$ cat src/rtl/alu_shift_add_multiplier.sv
// Shift-and-add multiplier that borrows an external ALU for every add and shift.
// Produces the low N bits of multiplicand * multiplier over valid/ready handshakes.

package alu_pkg;
    typedef enum logic [3:0] {
        ALU_ADD = 4'd0,
        ALU_SUB = 4'd1,
        ALU_AND = 4'd2,
        ALU_OR  = 4'd3,
        ALU_XOR = 4'd4,
        ALU_SLT = 4'd5,
        ALU_SLL = 4'd6,
        ALU_SRL = 4'd7,
        ALU_SRA = 4'd8
    } alu_control_t;
endpackage

module alu_shift_add_multiplier
    import alu_pkg::*;
#(
    parameter int N = 32
) (
    input  logic         clk,
    input  logic         rst,
    input  logic         in_valid,
    output logic         in_ready,
    input  logic [N-1:0] multiplicand,
    input  logic [N-1:0] multiplier,
    output logic         out_valid,
    input  logic         out_ready,
    output logic [N-1:0] product,
    output logic [N-1:0] alu_a,
    output logic [N-1:0] alu_b,
    output alu_control_t alu_control,
    input  logic [N-1:0] alu_result,
    input  logic         alu_zero
);

    typedef enum logic [2:0] {
        S_IDLE = 3'd0,
        S_ADD  = 3'd1,
        S_SHL  = 3'd2,
        S_SRL  = 3'd3,
        S_DONE = 3'd4
    } state_t;

    localparam logic [N-1:0] ONE = {{(N-1){1'b0}}, 1'b1};

    state_t       r_state;
    logic [N-1:0] r_acc;
    logic [N-1:0] r_mcand;
    logic [N-1:0] r_mplier;
    logic         r_in_ready;
    logic         r_out_valid;
    logic [N-1:0] r_alu_a;
    logic [N-1:0] r_alu_b;
    alu_control_t r_alu_control;

    state_t       w_state_nxt;
    logic [N-1:0] w_acc_nxt;
    logic [N-1:0] w_mcand_nxt;
    logic [N-1:0] w_mplier_nxt;
    logic [N-1:0] w_alu_a_nxt;
    logic [N-1:0] w_alu_b_nxt;
    alu_control_t w_alu_control_nxt;

    always_comb begin
        // NOTE: every signal gets a default before the case so no path can infer a latch.
        w_state_nxt  = r_state;
        w_acc_nxt    = r_acc;
        w_mcand_nxt  = r_mcand;
        w_mplier_nxt = r_mplier;
        unique case (r_state)
            S_IDLE: begin
                if (in_valid) begin
                    w_acc_nxt    = '0;
                    w_mcand_nxt  = multiplicand;
                    w_mplier_nxt = multiplier;
                    w_state_nxt  = multiplier[0] ? S_ADD : S_SHL;
                end
            end
            S_ADD: begin
                w_acc_nxt   = alu_result;
                w_state_nxt = S_SHL;
            end
            S_SHL: begin
                w_mcand_nxt = alu_result;
                w_state_nxt = S_SRL;
            end
            S_SRL: begin
                w_mplier_nxt = alu_result;
                if (alu_zero) begin
                    w_state_nxt = S_DONE;
                end else if (alu_result[0]) begin
                    w_state_nxt = S_ADD;
                end else begin
                    w_state_nxt = S_SHL;
                end
            end
            S_DONE: begin
                if (out_ready) begin
                    w_state_nxt = S_IDLE;
                end
            end
            default: begin
                w_state_nxt = S_IDLE;
            end
        endcase
    end

    // ALU drive is precomputed for the state being entered, so the ports come straight from flops.
    always_comb begin
        w_alu_control_nxt = ALU_ADD;
        w_alu_a_nxt       = '0;
        w_alu_b_nxt       = '0;
        case (w_state_nxt)
            S_ADD: begin
                w_alu_control_nxt = ALU_ADD;
                w_alu_a_nxt       = w_acc_nxt;
                w_alu_b_nxt       = w_mcand_nxt;
            end
            S_SHL: begin
                w_alu_control_nxt = ALU_SLL;
                w_alu_a_nxt       = w_mcand_nxt;
                w_alu_b_nxt       = ONE;
            end
            S_SRL: begin
                w_alu_control_nxt = ALU_SRL;
                w_alu_a_nxt       = w_mplier_nxt;
                w_alu_b_nxt       = ONE;
            end
            default: begin
                w_alu_control_nxt = ALU_ADD;
            end
        endcase
    end

    always_ff @(posedge clk or posedge rst) begin
        if (rst) begin
            r_state       <= S_IDLE;
            r_acc         <= '0;
            r_mcand       <= '0;
            r_mplier      <= '0;
            r_in_ready    <= 1'b1;
            r_out_valid   <= 1'b0;
            r_alu_a       <= '0;
            r_alu_b       <= '0;
            r_alu_control <= ALU_ADD;
        end else begin
            // NOTE: non-blocking assignments so every flop samples pre-edge values.
            r_state       <= w_state_nxt;
            r_acc         <= w_acc_nxt;
            r_mcand       <= w_mcand_nxt;
            r_mplier      <= w_mplier_nxt;
            r_in_ready    <= (w_state_nxt == S_IDLE);
            r_out_valid   <= (w_state_nxt == S_DONE);
            r_alu_a       <= w_alu_a_nxt;
            r_alu_b       <= w_alu_b_nxt;
            r_alu_control <= w_alu_control_nxt;
        end
    end

    assign in_ready    = r_in_ready;
    assign out_valid   = r_out_valid;
    assign product     = r_acc;
    assign alu_a       = r_alu_a;
    assign alu_b       = r_alu_b;
    assign alu_control = r_alu_control;

endmodule

$ cat config.mk
export PLATFORM = sky130hd
export DESIGN_NAME = alu_shift_add_multiplier
export DESIGN_NICKNAME = d
export VERILOG_FILES = /design/src/rtl/alu_shift_add_multiplier.sv
export SDC_FILE = /design/constraint.sdc
export NUM_CORES = 1
export LEC_CHECK = 0
export CAP_MARGIN = 40
export CORE_AREA = 4 4 177 136
export CTS_BUF_LIST = sky130_fd_sc_hd__clkbuf_16
export DETAILED_ROUTE_END_ITERATION = 10
export DIE_AREA = 0 0 181 140
export PLACE_DENSITY = 0.55
export SYNTH_ARGS = -nofsm -noshare
export SYNTH_HDL_FRONTEND = slang
export SYNTH_SLANG_ARGS = --single-unit
$ cat constraint.sdc
create_clock -name clk -period 6.8 [get_ports clk]
set_input_delay 1.36 -clock clk [delete_from_list [all_inputs] [get_ports clk]]
set_output_delay 1.36 -clock clk [all_outputs]
set_load 0.005 [all_outputs]
; ---- After elaboration in Yosys (flattened, before gate mapping)
; Cells that the tools add are included.
[totals]
ff_bits = 169
output_inout_bits = 102
elab_cells = 35
inputBits = 101
[classes]
muxes = 15
n_eq_ne = 8
reduce_logical = 3
[op_table]
columns = op, n
row1 = $pmux W32 S2, 4
row2 = $mux W32, 3
row3 = $pmux W32 S3, 1
row4 = $pmux W3 S5, 1
row5 = $eq A3 B2 Y1 const B, 4
row6 = $mux W3, 3
row7 = $eq A3 B1 Y1 const B, 2
row8 = $eq A3 B3 Y1 const B, 2
row9 = $logic_not A3 Y1, 2
row10 = $pmux W3 S2, 1
row11 = $mux W2, 2
row12 = $reduce_or A2 Y1, 1

; ---- Logic depth before layout (Yosys ltp)
[depth]
ltp_word = 6
ltp_mapped = 7
ltp_nobuf = 5

; ---- Worst setup path before layout
; OpenSTA, ideal clock, no wires.
[synth_path]
kind = in2reg
start = input port in_valid
end = register r_alu_a[0], in the netlist alu_a[0]
required_time_ns = 6.674
n_path_buf = 0
cell_stages = 4
t_arrival_ns = 2.599
setup_time_ns = 0.126
path_slack_ns = 4.075
cell_sequence = or4b_4 and3_4 a221o_1 a221o_1
[synth_via]
word_cells_on_any_way = 12
classes_between = 3 x eq/ne / 9 x mux
[synth_rtl]
columns = element, line
row1 = start: declaration, 25  ; input logic in_valid,
row2 = $mux W32, 75  ; if (in_valid) begin
row3 = $pmux W32 S2, 73  ; unique case (r_state)
row4 = via w_mcand_nxt[0], 61  ; logic [N-1:0] w_mcand_nxt;
row5 = $pmux W32 S3, 116  ; case (w_state_nxt)
row6 = via w_alu_a_nxt[0], 63  ; logic [N-1:0] w_alu_a_nxt;
row7 = end signal: assignment, 157  ; r_alu_a <= w_alu_a_nxt;
row8 = end: declaration, 55  ; logic [N-1:0] r_alu_a;
; The timed path passes the listed nets, and every way through them passes these cells.

; ---- Final worst setup path
[layout_path]
start = input port in_valid
end = register r_alu_a[17], in the netlist alu_a[17]
[layout_via]
elab_chain_cells = 4
word_cells_on_any_way = 12
classes_between = 3 x eq/ne / 9 x mux
[layout_lines]
columns = element, line
row1 = $mux W3 (*), 75
row2 = $pmux W3 S5 (*), 73
row3 = via w_state_nxt[1], 59  ; state_t w_state_nxt;
row4 = $eq A3 B2 Y1 or $eq A3 B1 Y1 (tied branches), 116
row5 = $pmux W32 S3 (*), 116
row6 = via w_alu_a_nxt[17], 63
; The timed path passes the listed nets; every way through them passes the cells marked *.

==> flow_summary.toml <==
[cells_and_area]
synthToLayoutAreaGrowth_pct = 42.9
seqCellArea_um2 = 4180
n_fill_cell = 2126
diodes = 0
multi_input_area_um2 = 2220
fin_nets = 844
drive_gt1_share_pct = 7.14
fin_util_pct = 42.2

[sta]
worst_pin_slew_ns = 0.896
finalCriticalPeriod_ns = 3.72
drv_slew = 0
setup_viol = 0
rsz0062_at_grt = "false"
setup_ws_ns = 3.08
fin_skew_ns = 0.0124
slew_headroom_pct = 40.2
fmax_mhz = 269
final.setup.tns_ns = 0
hold_violations = 0
fin_crit_sh_pct = 54.8
fin_hold_ws_ns = 0.501

[logic_synthesis]
synthArstFlopShare_pct = 100
synth-warning-count = 0
postSynthAreaPerCell_um2 = 11.8
synth-main-ff-cell = "dfrtp_1"
synth-seq-cells = 167
synth_area_um2 = 6650
synth_top_cell_by_area = "dfrtp_1"
synth_edf_count = 0
synthCells = 566
synth_cell_types = 36
synthTopCellsByArea = "dfrtp_1 62%, a22oi_1 7.0%, a221o_1 5.0%"
synth_seq_area_share_pct = 62.8
synth_top_area_share_pct = 62.4
synth_fp_nets = 667

[routing]
drtIter0Drc = 439
dr.pass1.iters = 5
num_vias = 5477
drc = 0
wirelength_um = 20900
wire_per_inst_um = 19.8
antenna_left = 0
vias_per_cell = 5.19

[critical_path]
ff2ff_path_depth = 5
end_kind = "register"
cp_max_fo = 66
critPathArrivalTime_ns = 4.08
cp-start-kind = "primary input"
worstPathRequired_ns = 7.16
critPathKind = "in -> reg"

[clock_network]
cts_buffers = 17
clock-sinks = 167
cts_setup_buffers = 0
cts_hold_buf = 0
clk_pin_slew_ns = 0.06
cts_resized = 0
clk_path_buf_depth = 2
cts_htree_levels = 4
insertion_delay_ns = 0.43
cts_tree = "built"
root_buffer = "clkbuf_16"

[global_routing]
grt_usage_pct = 16.1
overflow = 0
grt_max_degree = 95
grt_antenna_before_repair = 0
grt_pass1_wl_um = 32500
grt_pass1_vias = 5745

[floorplanning]
fp.dieH_um = 140
initial_core_util_pct = 29.5
dieArea_um2 = 25300
io_pins = 203
die_w_um = 181
fp-row-count = 48
core_area_um2 = 22500

[placement]
portBuffers = 201
gp_congestion = 0.806
hpwl_um = 13800
dp_slack_ns = 2.66

[pwr]
p_leak_nw = 4.22
powerDensity_nw_per_um2 = 506
finalPower_w = 0.00481
irDropWorstVdd_mv = 0.233

[hold_path]
hold_depth = 2
min_path_type = "reg -> reg"

[job]
maxCapViolCount = 0

[status]
outcome = "completed"
[per-stage QoR]
step / std cells / cell area, um^2
5_1_grt: 1056 / 9510
3_5_place_dp: 1024 / 8960
2_1_floorplan: 566 / 6650
4_1_cts: 1056 / 9510
3_3_place_gp: 1020 / 8850
6_report: 1056 / 9510
[layout make-up]
| type | count | share of cell area (%) |
|---|---|---|
| multi-input cells | 343 | 23.4 |
| well taps | 300 | 3.95 |
| inverters | 3 | 0.171 |
| repair buffers | 211 | 22.7 |
| flip-flops and latches | 167 | 44.0 |
| clock inverters | 15 | 1.36 |
| clock buffers | 17 | 4.47 |
[cells in the final DEF, fill, tap and decap left out, types with 5 or more instances in the layout]
master	count
clkdlybuf4s50_1	201
dfrtp_1	166
nand3_1	64
nand2_1	64
a22oi_1	62
a221o_1	33
a22o_1	32
and2_1	32
a21oi_1	32
clkbuf_16	17
buf_4	6
inv_6	5
clkinvlp_4	5
[sequential cells by signal (all words and copies together) (netlist names)]
signal and count:
alu_a 32, alu_b 32, alu_control 2, in_ready 1
out_valid 1, product 32, r_mcand 32, r_mplier 32
r_state 3
[worst paths after layout]
kind | from | to | slack (ns)
worst min register to register | r_mplier[9] | r_mplier[9] | 0.50
min in group asynchronous | rst | alu_control[1] | 1.23
worst max-delay path | in_valid | alu_a[17] | 3.08
max in group asynchronous | rst | product[1] | 4.08
worst min-delay path | r_mplier[9] | r_mplier[9] | 0.50
worst max register to register | r_state[2] | alu_a[0] | 3.52
[cell usage after synthesis, types with 2 or more instances]
cell	count
nand2b_1	2
clkbuf_1	19
a32o_1	2
nor2_1	2
buf_4	4
dfrtp_1	166
a22oi_1	62
and2_1	32
a221o_1	33
nand3_1	64
buf_1	14
a21oi_1	32
inv_1	3
a22o_1	32
buf_2	10
buf_6	6
nand2_1	64
[layer usage]
metal  vias up  track usage (%)  wire length [um]
li1       2448                -                 -
met1      2773             23.8              9900
met2       240             23.7              9390
met3        16             4.31              1460
met4         0             4.18               193
met5         -                0                 0
[where the power goes]
group / switching (W) / leakage, nW / internal (W) / total, W
registers: 0.000188 / 2.13 / 0.00145 / 0.00164
logic: 0.00120 / 1.83 / 0.00106 / 0.00226
clock network: 0.000413 / 0.261 / 0.000505 / 0.000917
[kinds of logic after synthesis]
kind of cell	Yosys count	share of synthesized area, %
buffers and inverters	56	4.25
flip-flops	167	62.8
AND/OR/NAND/NOR	174	13.0
other	1	0.0564
AO/OA/AOI/OAI	168	19.9
[worst max-delay path: stages]
cell and delay, ns:
clkdlybuf4s50_1 0.55, or4b_4 0.83, o32ai_2 0.33, nor2b_4 0.59, buf_16 0.23, a221o_1 0.16
Note: power is estimated with default switching activity, not from simulation.
